**config.mk**
```make
export PLATFORM = sky130hd
export DESIGN_NAME = fetch_queue
export DESIGN_NICKNAME = d
export VERILOG_FILES = /design/src/rtl/fetch_queue.sv
export SDC_FILE = /design/constraint.sdc
export NUM_CORES = 1
export LEC_CHECK = 0
export BUFFER_PORTS_ARGS = -buffer_cell sky130_fd_sc_hd__clkbuf_2
export CAP_MARGIN = 20
export CORE_ASPECT_RATIO = 1.1
export CORE_MARGIN = 2
export CORE_UTILIZATION = 45
export CTS_CLUSTER_DIAMETER = 100
export DETAILED_ROUTE_END_ITERATION = 10
export PLACE_DENSITY = 0.75
export SLEW_MARGIN = 20
export SYNTH_ARGS = -nofsm -noshare
export SYNTH_HDL_FRONTEND = slang
export SYNTH_SLANG_ARGS = --single-unit
```
**constraint.sdc**
```tcl
create_clock -name clk -period 3.7 [get_ports clk]
set_clock_uncertainty 0.05 [all_clocks]
set_input_delay 0.74 -clock clk [delete_from_list [all_inputs] [get_ports clk]]
set_output_delay 0.74 -clock clk [all_outputs]
set_load 0.01 [all_outputs]
```
**src/rtl/fetch_queue.sv**
```systemverilog
// fetch_queue: prefetching instruction-fetch stage.
//
// Keeps up to DEPTH in-order requests in flight to instruction memory and
// buffers the returned words together with their PCs in a circular queue.
// Decode drains the queue through a valid/ready handshake. A redirect
// flushes the queue, restarts fetch at a new PC and drops every response
// that is still in flight for the old stream.
//
// Parameters:
//   XLEN     - data/address width
//   DEPTH    - queue entries plus outstanding requests (power of two, >= 2)
//   RESET_PC - first fetch address after reset
//
// Ports:
//   clk, rst        - clock, synchronous active-high reset
//   imem_req_o      - fetch request valid
//   imem_addr_o     - fetch address (word aligned)
//   imem_gnt_i      - request accepted this cycle
//   imem_rvalid_i   - response valid (in request order)
//   imem_rdata_i    - returned instruction word
//   redirect_i      - flush and restart fetch
//   redirect_pc_i   - restart address
//   id_valid_o      - instruction available to decode
//   id_ready_i      - decode accepts the head instruction
//   id_instr_o      - head instruction
//   id_pc_o         - PC of id_instr_o
//   empty_o         - queue holds no entries
//
// Build option:
//   FETCH_BYPASS_EN - when defined, a response arriving while the queue is
//                     empty is forwarded to decode in the same cycle. When
//                     undefined, every word goes through the queue and there
//                     is no combinational path from imem_* to id_*.

module fetch_queue #(
  parameter int              XLEN     = 32,
  parameter int              DEPTH    = 4,
  parameter logic [XLEN-1:0] RESET_PC = '0
) (
  input  logic            clk,
  input  logic            rst,
  output logic            imem_req_o,
  output logic [XLEN-1:0] imem_addr_o,
  input  logic            imem_gnt_i,
  input  logic            imem_rvalid_i,
  input  logic [31:0]     imem_rdata_i,
  input  logic            redirect_i,
  input  logic [XLEN-1:0] redirect_pc_i,
  output logic            id_valid_o,
  input  logic            id_ready_i,
  output logic [31:0]     id_instr_o,
  output logic [XLEN-1:0] id_pc_o,
  output logic            empty_o
);

  localparam int PTR_W = $clog2(DEPTH);
  localparam int CNT_W = PTR_W + 1;
  // In-flight and discard counters get one extra bit: right after a
  // redirect the old stream's responses and a full new credit window can
  // both be outstanding at once.
  localparam int OUT_W = CNT_W + 1;
  localparam logic [OUT_W:0] DEPTH_V = (OUT_W + 1)'(DEPTH);

  logic [XLEN-1:0]  fetch_pc_q, fetch_pc_d;
  logic [XLEN-1:0]  resp_pc_q,  resp_pc_d;
  logic [PTR_W-1:0] rd_ptr_q,   rd_ptr_d;
  logic [PTR_W-1:0] wr_ptr_q,   wr_ptr_d;
  logic [CNT_W-1:0] count_q,    count_d;
  logic [OUT_W-1:0] outst_q,    outst_d;
  logic [OUT_W-1:0] discard_q,  discard_d;

  logic [XLEN-1:0]  pc_mem    [DEPTH];
  logic [31:0]      instr_mem [DEPTH];

  logic [OUT_W:0]   credit_used;
  logic             grant;
  logic             drop;
  logic             accept;
  logic             bypass_hit;
  logic             push;
  logic             pop;
  logic             queue_nonempty;

  // Slots already promised: buffered entries plus responses still to come
  // that will actually be kept. Issuing only below DEPTH guarantees every
  // kept response finds a free queue slot.
  assign credit_used = {1'b0, count_q} + {1'b0, outst_q} - {1'b0, discard_q};

  assign imem_req_o  = !rst && !redirect_i && (credit_used < DEPTH_V);
  assign imem_addr_o = fetch_pc_q;
  assign grant       = imem_req_o && imem_gnt_i;

  assign drop   = imem_rvalid_i && (discard_q != '0);
  assign accept = imem_rvalid_i && (discard_q == '0);

  assign queue_nonempty = (count_q != '0);

`ifdef FETCH_BYPASS_EN
  assign bypass_hit = accept && !queue_nonempty && !redirect_i;
`else
  assign bypass_hit = 1'b0;
`endif

  assign id_valid_o = !redirect_i && (queue_nonempty || bypass_hit);
  assign empty_o    = !queue_nonempty;

  // The queue storage is not reset, so the outputs read as zero whenever
  // nothing valid is at the head.
  always_comb begin
    id_instr_o = '0;
    id_pc_o    = '0;
    if (bypass_hit) begin
      id_instr_o = imem_rdata_i;
      id_pc_o    = resp_pc_q;
    end else if (queue_nonempty) begin
      id_instr_o = instr_mem[rd_ptr_q];
      id_pc_o    = pc_mem[rd_ptr_q];
    end
  end

  assign pop  = id_valid_o && id_ready_i && queue_nonempty;
  // A bypassed word that decode takes immediately never enters the queue.
  assign push = accept && !redirect_i && !(bypass_hit && id_ready_i);

  // NOTE: every variable gets a default at the top of the block so no path
  // leaves one unassigned; otherwise synthesis infers a latch.
  always_comb begin
    fetch_pc_d = fetch_pc_q;
    resp_pc_d  = resp_pc_q;
    rd_ptr_d   = rd_ptr_q;
    wr_ptr_d   = wr_ptr_q;
    count_d    = count_q;
    outst_d    = outst_q;
    discard_d  = discard_q;

    if (redirect_i) begin
      // No request issues this cycle, so the only change to the in-flight
      // count is a response arriving now, which is dropped along with the
      // rest of the old stream.
      fetch_pc_d = redirect_pc_i;
      resp_pc_d  = redirect_pc_i;
      rd_ptr_d   = '0;
      wr_ptr_d   = '0;
      count_d    = '0;
      outst_d    = outst_q - OUT_W'(imem_rvalid_i);
      discard_d  = outst_q - OUT_W'(imem_rvalid_i);
    end else begin
      if (grant) begin
        fetch_pc_d = fetch_pc_q + XLEN'(4);
      end
      outst_d = outst_q + OUT_W'(grant) - OUT_W'(imem_rvalid_i);
      if (drop) begin
        discard_d = discard_q - OUT_W'(1);
      end
      if (accept) begin
        resp_pc_d = resp_pc_q + XLEN'(4);
      end
      if (push) begin
        wr_ptr_d = wr_ptr_q + PTR_W'(1);
      end
      if (pop) begin
        rd_ptr_d = rd_ptr_q + PTR_W'(1);
      end
      count_d = count_q + CNT_W'(push) - CNT_W'(pop);
    end
  end

  // NOTE: sequential state uses non-blocking assignments so every register
  // samples the pre-edge values, independent of statement order.
  always_ff @(posedge clk) begin
    if (rst) begin
      fetch_pc_q <= RESET_PC;
      resp_pc_q  <= RESET_PC;
      rd_ptr_q   <= '0;
      wr_ptr_q   <= '0;
      count_q    <= '0;
      outst_q    <= '0;
      discard_q  <= '0;
    end else begin
      fetch_pc_q <= fetch_pc_d;
      resp_pc_q  <= resp_pc_d;
      rd_ptr_q   <= rd_ptr_d;
      wr_ptr_q   <= wr_ptr_d;
      count_q    <= count_d;
      outst_q    <= outst_d;
      discard_q  <= discard_d;
    end
  end

  // NOTE: the storage array has no reset; count_q alone decides which
  // entries are meaningful, which keeps the array mappable to plain RAM.
  always_ff @(posedge clk) begin
    if (push) begin
      pc_mem[wr_ptr_q]    <= resp_pc_q;
      instr_mem[wr_ptr_q] <= imem_rdata_i;
    end
  end

endmodule

```
# After elaboration in Yosys (flattened, before gate mapping)

Memory sizes are Yosys's and may differ from the RTL's. A register that Yosys moved wholly into a read port is not among the register bits.
Cells that the tools add are included.

Add/subtract/negate cells: 12
Reduce and logical (&&, ||, !) cells: 19
Equality and inequality tests: 0
Magnitude comparators: 1
Shift-type cells: 0
Bitwise logic cells: 0
Divide/modulo/power cells: 0
Multiply operators: 0
Mux-type cells: 15

Operators by type and width:

| cell                    | number |
|---|---|
| $mux W32                | 6 |
| $add A32 B3 Y32 const B | 2 |
| $mux W4                 | 3 |
| $logic_and A1 B1 Y1     | 9 |
| $mux W2                 | 4 |
| $sub A4 B1 Y4           | 2 |
| $reduce_bool A2 Y1      | 3 |
| $add A3 B4 Y5           | 1 |
| $lt A5 B3 Y1 const B    | 1 |
| $sub A5 B4 Y5           | 1 |
| $add A2 B1 Y2 const B   | 2 |
| $add A4 B1 Y4           | 1 |
| $logic_not A4 Y1        | 1 |
| $reduce_bool A4 Y1      | 1 |
| $sub A4 B1 Y4 const B   | 1 |
| $add A3 B1 Y3           | 1 |
| $logic_not A1 Y1        | 3 |
| $reduce_bool A3 Y1      | 1 |
| $sub A3 B1 Y3           | 1 |
| $mux W1                 | 2 |
| $reduce_or A2 Y1        | 1 |

Memory bits (read-only): 0
Logic and storage cells: 56
Memories: 2
Bits of input ports: 70
Output and inout bits: 99
Latch bits: 0
Memory bits (writable): 256
Register bits: 79

Memories:

| memory    | words | width | read ports | clocked after memory_dff | wr ports | line | text |
|---|---|---|---|---|---|---|---|
| instr_mem | 4     | 32    | 1          | 1                        | 1        | 73   | `logic [31:0] instr_mem [DEPTH];` |
| pc_mem    | 4     | 32    | 1          | 1                        | 1        | 72   | `logic [XLEN-1:0] pc_mem [DEPTH];` |

# Logic depth before layout (Yosys ltp)

Depth in word-level cells: 8
Depth in mapped cells: 17
Depth with buffers taken out: 16

# Worst setup path before layout

No wires, ideal clock.

Path kind: register to register
From: register outst_q[2]
To: register outst_q[1]
Arrival: 3.716 ns
Buffers on the path: 1
Setup slack: -0.137 ns
Period minus slack after synthesis: 3.837 ns
Required time: 3.580 ns
Setup time: 0.070 ns
Cell stages (with the launch flop): 17
Path through: dfxtp_1 -> inv_1 -> fa_1 -> inv_1 -> ha_1 -> or2_2 -> o211ai_1 -> and3_1 -> inv_2 -> buf_2 -> ha_1 -> inv_1 -> ha_1 -> inv_1 -> fa_1 -> or2_2 -> a21oi_1

Cells in the longest elaborated chain, start to end: 8

RTL lines:

| element                | line | text |
|---|---|---|
| from (decl)            | 69   | `logic [OUT_W-1:0] outst_q, outst_d;` |
| from (signal assigned) | 185  | `outst_q <= outst_d;` |
| $add A3 B4 Y5          | 87   | `assign credit_used = {1'b0, count_q} + {1'b0, outst_q} - {1'b0, discard_q};` |
| $sub A5 B4 Y5          | 87   |  |
| $lt A5 B3 Y1           | 89   | `assign imem_req_o = !rst && !redirect_i && (credit_used < DEPTH_V);` |
| $logic_and A1 B1 Y1    | 89   |  |
| $logic_and A1 B1 Y1    | 91   | `assign grant = imem_req_o && imem_gnt_i;` |
| $add A4 B1 Y4          | 151  | `outst_d = outst_q + OUT_W'(grant) - OUT_W'(imem_rvalid_i);` |
| $sub A4 B1 Y4          | 151  |  |
| $mux W4                | 136  | `if (redirect_i) begin` |

No other way between the ends.
A chain may end at the register's enable or synchronous reset.

# Worst setup path in the final report

From: register outst_q[2]
To: output port imem_req_o

Cells in the longest elaborated chain, start to end: 4

RTL lines:

| element             | line | text |
|---|---|---|
| $add A3 B4 Y5       | 87   |  |
| $sub A5 B4 Y5       | 87   |  |
| $lt A5 B3 Y1        | 89   |  |
| $logic_and A1 B1 Y1 | 89   |  |
| to (decl)           | 42   | `output logic imem_req_o,` |

No other way between the ends.

==> results.sh <==
export IMPL_hold_class="input port to register"
export IMPL_dpl_instance_area_sq_um=15800
export IMPL_synthDistinctLibCells=63
export IMPL_synth_seq_cells=337
export IMPL_power_total_mw=8.70
export IMPL_fin_hold_ws_ns=0.394
export IMPL_max_freq_mhz=281
export IMPL_die_area_sq_um=33200
export IMPL_grt_met2_usage_pct=31.4
export IMPL_synth_top_cell_by_area="edfxtp_1"
export IMPL_cts_clk_slew_worst_paths_ns=0.06
export IMPL_clockBufferDepth=3
export IMPL_cts_hold_buffers=0
export IMPL_ff2ff_path_depth=15
export IMPL_core_sq_um=31300
export IMPL_cp_depth=10
export IMPL_crit_chain="inv_2 -> fa_1 -> inv_1 -> ha_4 -> or3_1 -> o22ai_2 -> buf_4 -> nand2_4 -> nor2_2 -> clkbuf_2"
export IMPL_nets=1243
export IMPL_critPathMaxFanout=5
export IMPL_gp_congestion=0.893
export IMPL_syn_nets=1057
export IMPL_yosysWarningCount=0
export IMPL_finish_utilization_pct=54.3
export IMPL_syn_area_per_cell_sq_um=14.9
export IMPL_cp_buffers_inverters=4
export IMPL_synth_common_cells="edfxtp_1 (256), dfxtp_1 (81), nor2b_1 (65)"
export IMPL_cts_sinks=337
export IMPL_cts_buffers=35
export IMPL_leakage_nw=6.00
export IMPL_drive_gt1_share_pct=29.6
export IMPL_syn_inst=961
export IMPL_area_delta_synth_final_pct=18.9
export IMPL_slew_limit_headroom_pct=47.6
export IMPL_drv_slew=0
export IMPL_clock_latency_ns=0.51
export IMPL_die_y_um=191
export IMPL_grt_pass1_vias=8822
export IMPL_ys_flop_type="edfxtp_1"
export IMPL_met3_usage_pct=3.72
export IMPL_power_per_cell_area_nw_per_um2=511
export IMPL_pre_cts_slack_ns=0.108
export IMPL_min_path_cells=1
export IMPL_async_flop_share_pct=0
export IMPL_yosysMostFrequentCell="edfxtp_1"
export IMPL_crit_type="register to output pin"
export IMPL_avgViaCountPerCell=5.55
export IMPL_fill_cells=2590
export IMPL_slowest_stage="fa_1"
export IMPL_synth_area_leaders="edfxtp_1 (54%), dfxtp_1 (11%), mux4_2 (10%), nor2b_1 (2.8%), ha_1 (1.9%)"
export IMPL_fin_setup_tns_ns=0
export IMPL_finalWirelength_um=31300
export IMPL_dp_final_hpwl_um=20300
export IMPL_met1_usage_pct=26.0
export IMPL_status="complete, no violations"
export IMPL_ir_drop_v=0.000309
export IMPL_io_buffers=168
export IMPL_die_x_um=174
export IMPL_fin_crit_sh_pct=96.3
export IMPL_cp_required_ns=2.91
export IMPL_wire_per_inst_um=19.7
export IMPL_timing_reg2reg_setup_slack_ns=0.14
export IMPL_finalSetupViolations=0
export IMPL_antenna_left=0
export IMPL_fin_cells=1594
export IMPL_ys_seq_area_share_pct=65.0
export IMPL_cts_tree="done"
export IMPL_drc=0
export IMPL_max_stage_delay_ns=0.51
export IMPL_timing_final_ws_setup_ns=0.138
export IMPL_antenna_found_initial=0
export IMPL_synth_edf_count=256
export IMPL_cap_violations=0
export IMPL_overflow=0
export IMPL_placed_cells=1528
export IMPL_clock_tree_root_cell="clkbuf_16"
export IMPL_io_pins=169
export IMPL_path_delay_family="adder cells"
export IMPL_syn_cell_area_sq_um=14300
export IMPL_end_kind="output pin"
export IMPL_diodes=0
export IMPL_track_usage_pct=19.1
export IMPL_htree_num_levels=2
export IMPL_worst_slew_pin_slew_ns=0.785
export IMPL_grt_max_degree=67
export IMPL_arrival_ns=2.77
export IMPL_hold_viol=0
export IMPL_final_area_sq_um=17000
export IMPL_worstSetupStartpointType="register"
export IMPL_yosysTopAreaCellShare_pct=53.7
export IMPL_drt_first_pass_iters=5
export IMPL_drt_iter0_markers=625
export IMPL_top_usage_layer="met2"
export IMPL_grt_pass1_wl_um=49200
export IMPL_min_period_ns=3.56
export IMPL_start_util_pct=45.7
export IMPL_vias=8852
export IMPL_fp_row_count=68
## layer usage
layer | routed length [um] | up-vias
li1 | - | 4083
met1 | 13300 | 4375
met4 | 707 | 0
met2 | 15100 | 340
met3 | 2190 | 54
met5 | 0 | -
## repair_timing
item                                    CTS  global route
buffers inserted                          0             2
endpoints found under the setup margin    1             4
pin swaps                                 0             2
gates resized for setup                   1            11
## worst paths after layout
kind,start,end
max,outst_q[2],imem_req_o
min,imem_rdata_i[23],instr_mem[3][23]
max reg2reg,outst_q[2],outst_q[1]
min reg2reg,imem_addr_o[0],imem_addr_o[0]
## cells in the final DEF (no fill, tap or decap), types with 18 or more instances in the layout
| cell | instances |
|---|---|
| clkbuf_16 | 36 |
| clkbuf_2 | 168 |
| nor2b_1 | 65 |
| nand2_1 | 45 |
| xor2_1 | 19 |
| nor2_1 | 32 |
| o31a_1 | 22 |
| nand4_1 | 19 |
| dfxtp_1 | 75 |
| mux4_2 | 64 |
| edfxtp_1 | 256 |
| buf_4 | 22 |
| ha_1 | 20 |
| nand3_1 | 33 |
| inv_1 | 45 |
| a21boi_0 | 18 |
| a21oi_1 | 34 |
## layout make-up
| type | count | area [sq um] | area share, % |
|---|---|---|---|
| flip-flops and latches | 337 | 9320 | 54.8 |
| multi-input cells | 528 | 4670 | 27.4 |
| repair buffers | 196 | 1130 | 6.62 |
| clock buffers | 47 | 1000 | 5.89 |
| well taps | 420 | 526 | 3.09 |
| clock inverters | 17 | 184 | 1.08 |
| inverters | 49 | 184 | 1.08 |
## where the power goes
group	internal, mW	total, mW	switching (mW)
clock	2.13	3.56	1.43
combinational	0.355	0.819	0.465
sequential	4.20	4.32	0.123
total	6.68	8.70	2.02
## sequential cells by signal (all words and copies together), names as in the netlist, 3 cells and up, named ones only
| signal | cells |
|---|---|
| count_q | 3 |
| outst_q | 4 |
| pc_mem | 128 |
| discard_q | 4 |
| imem_addr_o | 32 |
| instr_mem | 128 |
| resp_pc_q | 32 |
## cell families after synthesis
kind of cell | synth area share (%)
adder cells (fa/ha/maj) | 2.48
AND/OR/NAND/NOR | 10.9
buffers and inverters | 2.62
flip-flops | 65.0
multiplexers | 10.3
XOR/XNOR | 2.08
AO/OA/AOI/OAI | 6.57
(Power assumes the default switching activity.)
